==> src/rtl/fp_mult_pkg.sv <==
// Shared types, mode encodings and parameter legality check for the
// signed fixed-point multiplier family.
package fp_mult_pkg;

  localparam int ROUND_TRUNC = 0;
  localparam int ROUND_RNE   = 1;

  typedef enum logic [1:0] {
    IDLE = 2'd0,
    BUSY = 2'd1,
    DONE = 2'd2
  } state_t;

  function automatic bit params_ok(input int width, input int int_width,
                                   input int frac_width, input int latency,
                                   input int round_mode);
    return (width == int_width + frac_width) && (frac_width >= 1) &&
           (latency >= 3) && (latency <= 16) &&
           ((round_mode == ROUND_TRUNC) || (round_mode == ROUND_RNE));
  endfunction

endpackage

==> src/rtl/fp_round_sat.sv <==
// Combinational rescale of a full signed product: optional round-to-nearest-even,
// range check, and clamp or wrap into WIDTH bits.
module fp_round_sat
  import fp_mult_pkg::*;
#(
  parameter int WIDTH      = 32,
  parameter int FRAC_WIDTH = 16,
  parameter int ROUND_MODE = 0,
  parameter int SATURATE   = 1
) (
  input  logic [2*WIDTH-1:0] p,
  output logic [WIDTH-1:0]   res,
  output logic               ovf
);

  // One spare bit above the shifted product so the rounding increment cannot wrap.
  localparam int RW = 2*WIDTH - FRAC_WIDTH + 1;

  logic          sticky_s;
  logic          guard_s;
  logic          lsb_s;
  logic          inc_s;
  logic [RW-1:0] r_s;
  logic [RW-WIDTH:0] upper_s;

  if (FRAC_WIDTH > 1) begin : g_sticky
    assign sticky_s = |p[FRAC_WIDTH-2:0];
  end else begin : g_no_sticky
    assign sticky_s = 1'b0;
  end

  assign guard_s = p[FRAC_WIDTH-1];
  assign lsb_s   = p[FRAC_WIDTH];

  // Rescale, round, then detect and handle overflow.
  always_comb begin
    inc_s   = 1'b0;
    r_s     = {p[2*WIDTH-1], p[2*WIDTH-1:FRAC_WIDTH]};
    upper_s = '0;
    ovf     = 1'b0;
    res     = '0;
    if (ROUND_MODE == ROUND_RNE) begin
      inc_s = guard_s & (sticky_s | lsb_s);
    end else begin
      inc_s = 1'b0;
    end
    r_s     = r_s + {{(RW-1){1'b0}}, inc_s};
    // In range only when every bit from the result sign upward agrees.
    upper_s = r_s[RW-1:WIDTH-1];
    ovf     = ~((&upper_s) | ~(|upper_s));
    if (ovf && (SATURATE != 0)) begin
      res = r_s[RW-1] ? {1'b1, {(WIDTH-1){1'b0}}} : {1'b0, {(WIDTH-1){1'b1}}};
    end else begin
      res = r_s[WIDTH-1:0];
    end
  end

endmodule

==> src/rtl/std_fp_smult_rs_pipe.sv <==
// Pipelined signed fixed-point multiplier with go/done handshake, selectable
// rounding and optional saturation.
module std_fp_smult_rs_pipe
  import fp_mult_pkg::*;
#(
  parameter int WIDTH      = 32,
  parameter int INT_WIDTH  = 16,
  parameter int FRAC_WIDTH = 16,
  parameter int LATENCY    = 3,
  parameter int ROUND_MODE = 0,
  parameter int SATURATE   = 1
) (
  input  logic             clk,
  input  logic             reset_n,
  input  logic             go,
  input  logic [WIDTH-1:0] left,
  input  logic [WIDTH-1:0] right,
  output logic [WIDTH-1:0] out,
  output logic             overflow,
  output logic             done
);

  if (!params_ok(WIDTH, INT_WIDTH, FRAC_WIDTH, LATENCY, ROUND_MODE)) begin : g_bad_params
    $error("std_fp_smult_rs_pipe: illegal parameter combination");
  end

  // Product register plus LATENCY-3 delay registers.
  localparam int         PIPE_N   = LATENCY - 2;
  localparam logic [3:0] CNT_LOAD = 4'(LATENCY - 1);

  state_t               state_r;
  state_t               state_s;
  logic [3:0]           cnt_r;
  logic                 capture_s;
  logic                 finish_s;
  logic [WIDTH-1:0]     left_r;
  logic [WIDTH-1:0]     right_r;
  logic [2*WIDTH-1:0]   left_x_s;
  logic [2*WIDTH-1:0]   right_x_s;
  logic [2*WIDTH-1:0]   pipe_r [PIPE_N];
  logic [WIDTH-1:0]     rs_out_s;
  logic                 rs_ovf_s;

  // State register.
  always_ff @(posedge clk) begin
    if (!reset_n) state_r <= IDLE;
    else          state_r <= state_s;
  end

  // Next-state logic; an abort (go low in BUSY) takes priority over expiry.
  always_comb begin
    state_s   = state_r;
    capture_s = 1'b0;
    finish_s  = 1'b0;
    case (state_r)
      IDLE, DONE: begin
        if (go) begin
          capture_s = 1'b1;
          state_s   = BUSY;
        end else begin
          state_s = IDLE;
        end
      end
      BUSY: begin
        if (!go) begin
          state_s = IDLE;
        end else if (cnt_r == 4'd0) begin
          finish_s = 1'b1;
          state_s  = DONE;
        end else begin
          state_s = BUSY;
        end
      end
      default: state_s = IDLE;
    endcase
  end

  // Cycle counter.
  always_ff @(posedge clk) begin
    if (!reset_n)                                  cnt_r <= 4'd0;
    else if (capture_s)                            cnt_r <= CNT_LOAD;
    else if (state_r == BUSY && cnt_r != 4'd0)     cnt_r <= cnt_r - 4'd1;
    else                                           cnt_r <= cnt_r;
  end

  // Operand registers, loaded only at capture.
  always_ff @(posedge clk) begin
    if (!reset_n) begin
      left_r  <= '0;
      right_r <= '0;
    end else if (capture_s) begin
      left_r  <= left;
      right_r <= right;
    end
  end

  // Sign-extended operands give the exact signed product in the low 2*WIDTH bits.
  assign left_x_s  = {{WIDTH{left_r[WIDTH-1]}}, left_r};
  assign right_x_s = {{WIDTH{right_r[WIDTH-1]}}, right_r};

  // Product and delay registers; operands are stable throughout BUSY.
  always_ff @(posedge clk) begin
    if (!reset_n) begin
      for (int i = 0; i < PIPE_N; i++) pipe_r[i] <= '0;
    end else begin
      pipe_r[0] <= left_x_s * right_x_s;
      for (int i = 1; i < PIPE_N; i++) pipe_r[i] <= pipe_r[i-1];
    end
  end

  fp_round_sat #(
    .WIDTH      (WIDTH),
    .FRAC_WIDTH (FRAC_WIDTH),
    .ROUND_MODE (ROUND_MODE),
    .SATURATE   (SATURATE)
  ) u_round_sat (
    .p   (pipe_r[PIPE_N-1]),
    .res (rs_out_s),
    .ovf (rs_ovf_s)
  );

  // Output register; result and flag move only on completion or reset.
  always_ff @(posedge clk) begin
    if (!reset_n) begin
      out      <= '0;
      overflow <= 1'b0;
      done     <= 1'b0;
    end else begin
      done <= finish_s;
      if (finish_s) begin
        out      <= rs_out_s;
        overflow <= rs_ovf_s;
      end
    end
  end

endmodule

==> config.mk <==
export PLATFORM = sky130hd
export DESIGN_NAME = std_fp_smult_rs_pipe
export DESIGN_NICKNAME = d
export VERILOG_FILES = /design/src/rtl/fp_mult_pkg.sv /design/src/rtl/fp_round_sat.sv /design/src/rtl/std_fp_smult_rs_pipe.sv
export SDC_FILE = /design/constraint.sdc
export NUM_CORES = 2
export LEC_CHECK = 0
export CAP_MARGIN = 15
export CORE_UTILIZATION = 45
export DETAILED_ROUTE_END_ITERATION = 7
export PLACE_DENSITY_LB_ADDON = 0.1
export SLEW_MARGIN = 20
export SYNTH_ARGS = -nofsm -noshare
export SYNTH_HDL_FRONTEND = slang
export SYNTH_SLANG_ARGS = --single-unit
==> constraint.sdc <==
create_clock -name clk -period 11.21 [get_ports clk]
set_input_delay 2.242 -clock clk [delete_from_list [all_inputs] [get_ports clk]]
set_output_delay 2.242 -clock clk [all_outputs]
set_load 0.005 [all_outputs]
# [Word-level counts from Yosys, hierarchy flattened]
# Memories as Yosys holds them, arrays and structs flattened.
# Cells that the tools add are included.
[op_classes] n_addsub=1 multipliers=1 eq_ne=2 n_mux=17 bitwise_logic=4 reduce_logical=10
[op_table] op="32-bit by 32-bit multiplier with 64-bit output" count=1
[op_table] op="32-bit 2-to-1 mux" count=2
[op_table] op="64-bit 2-to-1 mux" count=1
[op_table] op="64-bit OR reduction" count=1
[op_table] op="17-bit AND reduction" count=1
[op_table] op="17-bit OR reduction" count=1
[op_table] op="1-bit 2-to-1 mux" count=9
[op_table] op="2-bit 2-to-1 mux" count=4
[op_table] op="4-bit logical NOT" count=1
[op_table] op="2-bit one-hot mux with 2 select lines" count=1
[op_table] op="4-bit nonzero test" count=1
[op_table] op="2-bit OR reduction" count=2
[op_table] op="4-bit by 1-bit subtractor with 4-bit output, second input constant" count=1
[op_table] op="1-bit inverter" count=3
[op_table] op="2-bit by 1-bit == test with 1-bit output, second input constant" count=1
[op_table] op="2-bit == test, second input constant" count=1
[op_table] op="2-bit logical NOT" count=1
[op_table] op="2-bit nonzero test" count=1
[op_table] op="1-bit logical AND" count=1
[op_table] op="1-bit bitwise OR" count=1
[totals] reg_bits=104 ram_bits=64 input_bits=67 output_inout_bits=34 memories=1
[memory_table] memory="pipe_r" depth=1 width=64 read_ports=1 rd_clocked_by_memory_dff=0 wr=1 line_no="std_fp_smult_rs_pipe.sv:40" source="logic [2*WIDTH-1:0] pipe_r [PIPE_N];"

# [Longest topological paths before layout]
# An unclocked memory read counts as a cell.
[depth] word_depth=5 depth_mapped=27

# [Modules after synthesis]
# From an unflattened synthesis, not the netlist that was laid out.
[hier_totals] cells_unflattened=4547 hier_area_um2=42039.1
[by_module_without_submodules] mod="std_fp_smult_rs_pipe" instances=1 cells_each=4496 area_per_inst_um2=41616.2 seq_area_each_um2=3363.2
[by_module_without_submodules] mod="fp_round_sat" instances=1 cells_each=51 area_per_inst_um2=422.9 seq_area_each_um2=0.0

# [Worst setup path after synthesis]
# No wires, ideal clock.
[synth_timing] path_kind="reg-to-reg" startpoint="register right_r[2]" endpoint="memory pipe_r[0][61] in the netlist's numbering" setup_time_ns=0.095 arrival_ns=7.695 required_time_ns=11.115 path_slack_ns=3.420 stages_incl_launch_ff=24 n_path_buf=2 cell_sequence="dfxtp_1 clkbuf_1 nand2_1 inv_1 fa_1 fa_1 fa_1 inv_1 fa_1 inv_1 fa_1 fa_1 inv_1 fa_1 fa_1 inv_1 ha_1 clkbuf_1 nand4_1 or3_1 a21oi_1 nor2_1 or4b_1 o311ai_1"
[synth_between] elab_chain_cells=2
[synth_lines] item="from (decl)" line_no="std_fp_smult_rs_pipe.sv:37" source="logic [WIDTH-1:0] right_r;"
[synth_lines] item="from (signal assigned)" line_no="std_fp_smult_rs_pipe.sv:93" source="right_r <= right;"
[synth_lines] item="32-bit by 32-bit multiplier with 64-bit output" line_no="std_fp_smult_rs_pipe.sv:106" source="pipe_r[0] <= left_x_s * right_x_s;"
[synth_lines] item="64-bit 2-to-1 mux (no line)"
[synth_lines] item="to (decl)" line_no="std_fp_smult_rs_pipe.sv:40"
# No other way between the ends.

# [Worst setup path after layout]
[layout_timing] startpoint="register right_r[8]" endpoint="memory pipe_r[0][62] in the netlist's numbering"
# The elaborated chain is that of the path after synthesis.

==> impl_results.md <==
* Root buf cell: clkbuf_16
* Post-Syn Nets at 5,753
* Clock power frac at 16.9%
* Internal at 1790 uW
* Total power at ~3500 uW
* Share of cells above drive strength 1 at 3.37%
* MaxCap Viol Count at 0
* RSZ-0062 raised after global routing: no
* Overflow after GRT at 0
* Number of antenna diodes at 0
* Outcome: complete, no violations
* Slew @ Worst Pin at 1.10 ns
* Antenna violations before repair at 1
* CTS max path bufs at 2
* Via/cell ratio at approximately 5.2
* P&R area growth vs syn at 6.31%
* Clk slew on worst S/H paths at 0.07 ns
* Core ar. at 90,100 sq um
* Min-Delay Path Class: reg2reg
* Initial DRC Count at 1,495
* Num CTS Buffers at 17
* CP Class: reg2reg
* Starting density of the core at 45.5%
* Leak Pwr at around 0.021 uW
* Most frequent cells in the layout: 1,081 x fa_1, 961 x inv_1, 659 x nand2_1
* Crit path required time at ~12 ns
* Min Clock Period, post-route at 8.47 ns
* Final Hold Viols at 0
* Synth Instances at between 4k and 5k
* Count of flip-flops with a built-in enable after synthesis at 0
* Count of final setup violators at 0
* Post-synthesis sequential area ratio at 7.42%
* Number of distinct library cells after synthesis at 73
* Final Max Tran Viols at 0
* DIE AREA at 92,300 sq um
* Area post-placement at between 40,000 and 50,000 sq um
* I/O pin count at just over 100
* Crit start category: register
* PD cells at 81.0 nW/um^2
* Ys async rst share at 0%
* Syn Area/Cell at roughly 9 sq um
* Largest net degree at the start of global routing at 72
* Vias in the first global route at 32.8k
* Switch share at 49.2%
* Clock sink count at 152
* Die Span Y at 304 microns
* Initial DRT Pass Iterations at 5
* CTS tree: built
* Hold_buf cts at 0
* Sw Pwr at 1740 uW
* Num rows at 110
* Register bit total from synthesis at 152
* Fmax at 118 MHz
* CP max FO at 33
* Setup TNS at 0 ns
* Port Buffer Count at 100
* Detailed Route WL at about 120,000 microns
* Max-slew headroom at 26.5%
* Total Routing Usage GR at 27.8%
* Arrival time worst endpoint at 8.86 ns
* Post-DP HPWL at approximately 94,000 microns
* Syn. warnings at 0
* Place WS at 2.76 ns
* Latest clock arrival within the worst-skew pair at 0.46 ns
* Cell Area, Synth at 41,000 sq um
* Primary FF master, synth: dfxtp_1
* Post-route ant nets at 0
* DRC at 0
* Nets at roughly 5.7k
* Final worst setup slack at 2.74 ns
* Crit path capture type: register
* Wire per inst at 21.9 microns
* Die W at roughly 300 microns
* H-tree levels at 4
* Post-cts resize count at 0
* Post-CTS Repair Setup Buffers at 0
* Post-Layout Inst Area at 43,600 sq um
* Worst Skew at 0.0140 ns
* First-pass GRT wire length at 194,000 microns
* Max VDD drop at 0.103 mV
* GPL Wtd Cong at 0.866
* DR vias at ~29k
* Fin util at 48.3%
* Fill count at 8,802
* Comb pwr share at 62.0%
* Commonest non-fill, non-tap cell in the layout: fa_1
* Sequential power share at 21.1%
* Final Cycle Share at 75.6%
==> Yosys cell counts (6+ instances only) <==
cell	instances	share of area, %
o21bai_1	12	0.22
dfxtp_1	152	7.4
a21o_1	23	0.42
nor3_1	9	0.11
a31oi_1	9	0.14
ha_1	181	5.5
nand4_1	18	0.27
nand2_1	659	6.0
nor4_1	6	0.092
and3_1	9	0.14
a21oi_1	165	2.0
o211ai_1	7	0.13
nand2b_1	14	0.21
a211oi_1	6	0.11
nor2b_1	29	0.44
nor2_1	97	0.89
xnor2_1	39	0.83
nand3_1	16	0.20
inv_1	961	8.8
fa_1	1081	53
o21a_1	10	0.18
xor2_1	20	0.43
and2_1	518	7.9
clkbuf_1	245	2.2
o21ai_0	64	0.78
==> final timing paths <==
path / from / to / cells past startpoint / slack, ns
max: right_r[8] / pipe_r[0][62] / 20 / 2.74
min: left_r[9] / left_r[9] / 2 / 0.46
max reg2reg: right_r[8] / pipe_r[0][62] / 20 / 2.74
min reg2reg: left_r[9] / left_r[9] / 2 / 0.46
==> power by group through the flow <==
stage	clock network (uW)	registers (uW)	logic (uW)
6_report	597	745	2190
5_1_grt	633	754	2470
4_1_cts	616	744	2230
3_5_place_dp	0	756	2220
3_3_place_gp	0	755	2210
2_1_floorplan	0	670	1550
==> stage by stage <==
step / cells / hold WS (ns)
6_report: 5536 / 0.456
5_1_grt: 5536 / 0.477
4_1_cts: 5536 / 0.456
3_5_place_dp: 5504 / 0.447
3_3_place_gp: 5504 / 0.445
2_1_floorplan: 4424 / 0.449
==> critical path: stages, from the launching register on <==
cell and delay, ns:
dfxtp_2 0.99, nand2_1 0.30, fa_1 0.81, fa_1 0.52, fa_1 0.51, fa_1 0.53
inv_1 0.07, fa_1 0.55, fa_1 0.43, fa_1 0.52, fa_1 0.43, ha_1 0.38
a21oi_1 0.23, o21ai_0 0.19, nor2_1 0.24, o211a_1 0.18, nand3_1 0.22, a31oi_1 0.51
o21ai_1 0.23, a211oi_1 0.33, mux2i_1 0.21
==> routing by layer <==
metal / share of wire [%] / track usage, % / up-vias
met5: 0 / 0 / -
met4: 4.6 / 11.9 / 0
met3: 3.6 / 2.26 / 223
met2: 53 / 51.9 / 676
met1: 38 / 32.7 / 15280
li1: - / - / 12666
==> logic make-up (layout without fill, tap and decap cells) <==
logic type      count (synthesis)  after routing  share of synthesized area [%]
buf+inv                      1214           1150                           11.1
mux                             5              5                          0.128
compound gates                335            335                           4.97
flops                         152            152                           7.42
simple gates                 1397           1397                           16.8
fa+ha+maj                    1262           1262                           58.3
xor+xnor                       59             59                           1.26
==> state kept, by name, indices dropped and copies added (netlist names) <==
name and flops:
pipe_r 48, left_r 32, out 32, right_r 32, cnt_r 4, state_r 2
done 1, overflow 1
==> area by class of cell <==
cell class | count | area [sq um] | area share [%]
Inverter | 962 | 3610 | 8.29
Clock buffer | 18 | 439 | 1.01
Multi-Input combinational cell | 3058 | 33400 | 76.7
Sequential cell | 152 | 3080 | 7.06
Clock inverter | 14 | 153 | 0.350
Timing Repair Buffer | 156 | 1420 | 3.25
Tap cell | 1176 | 1470 | 3.38
No activity file was read; power rests on OpenSTA's default activity.
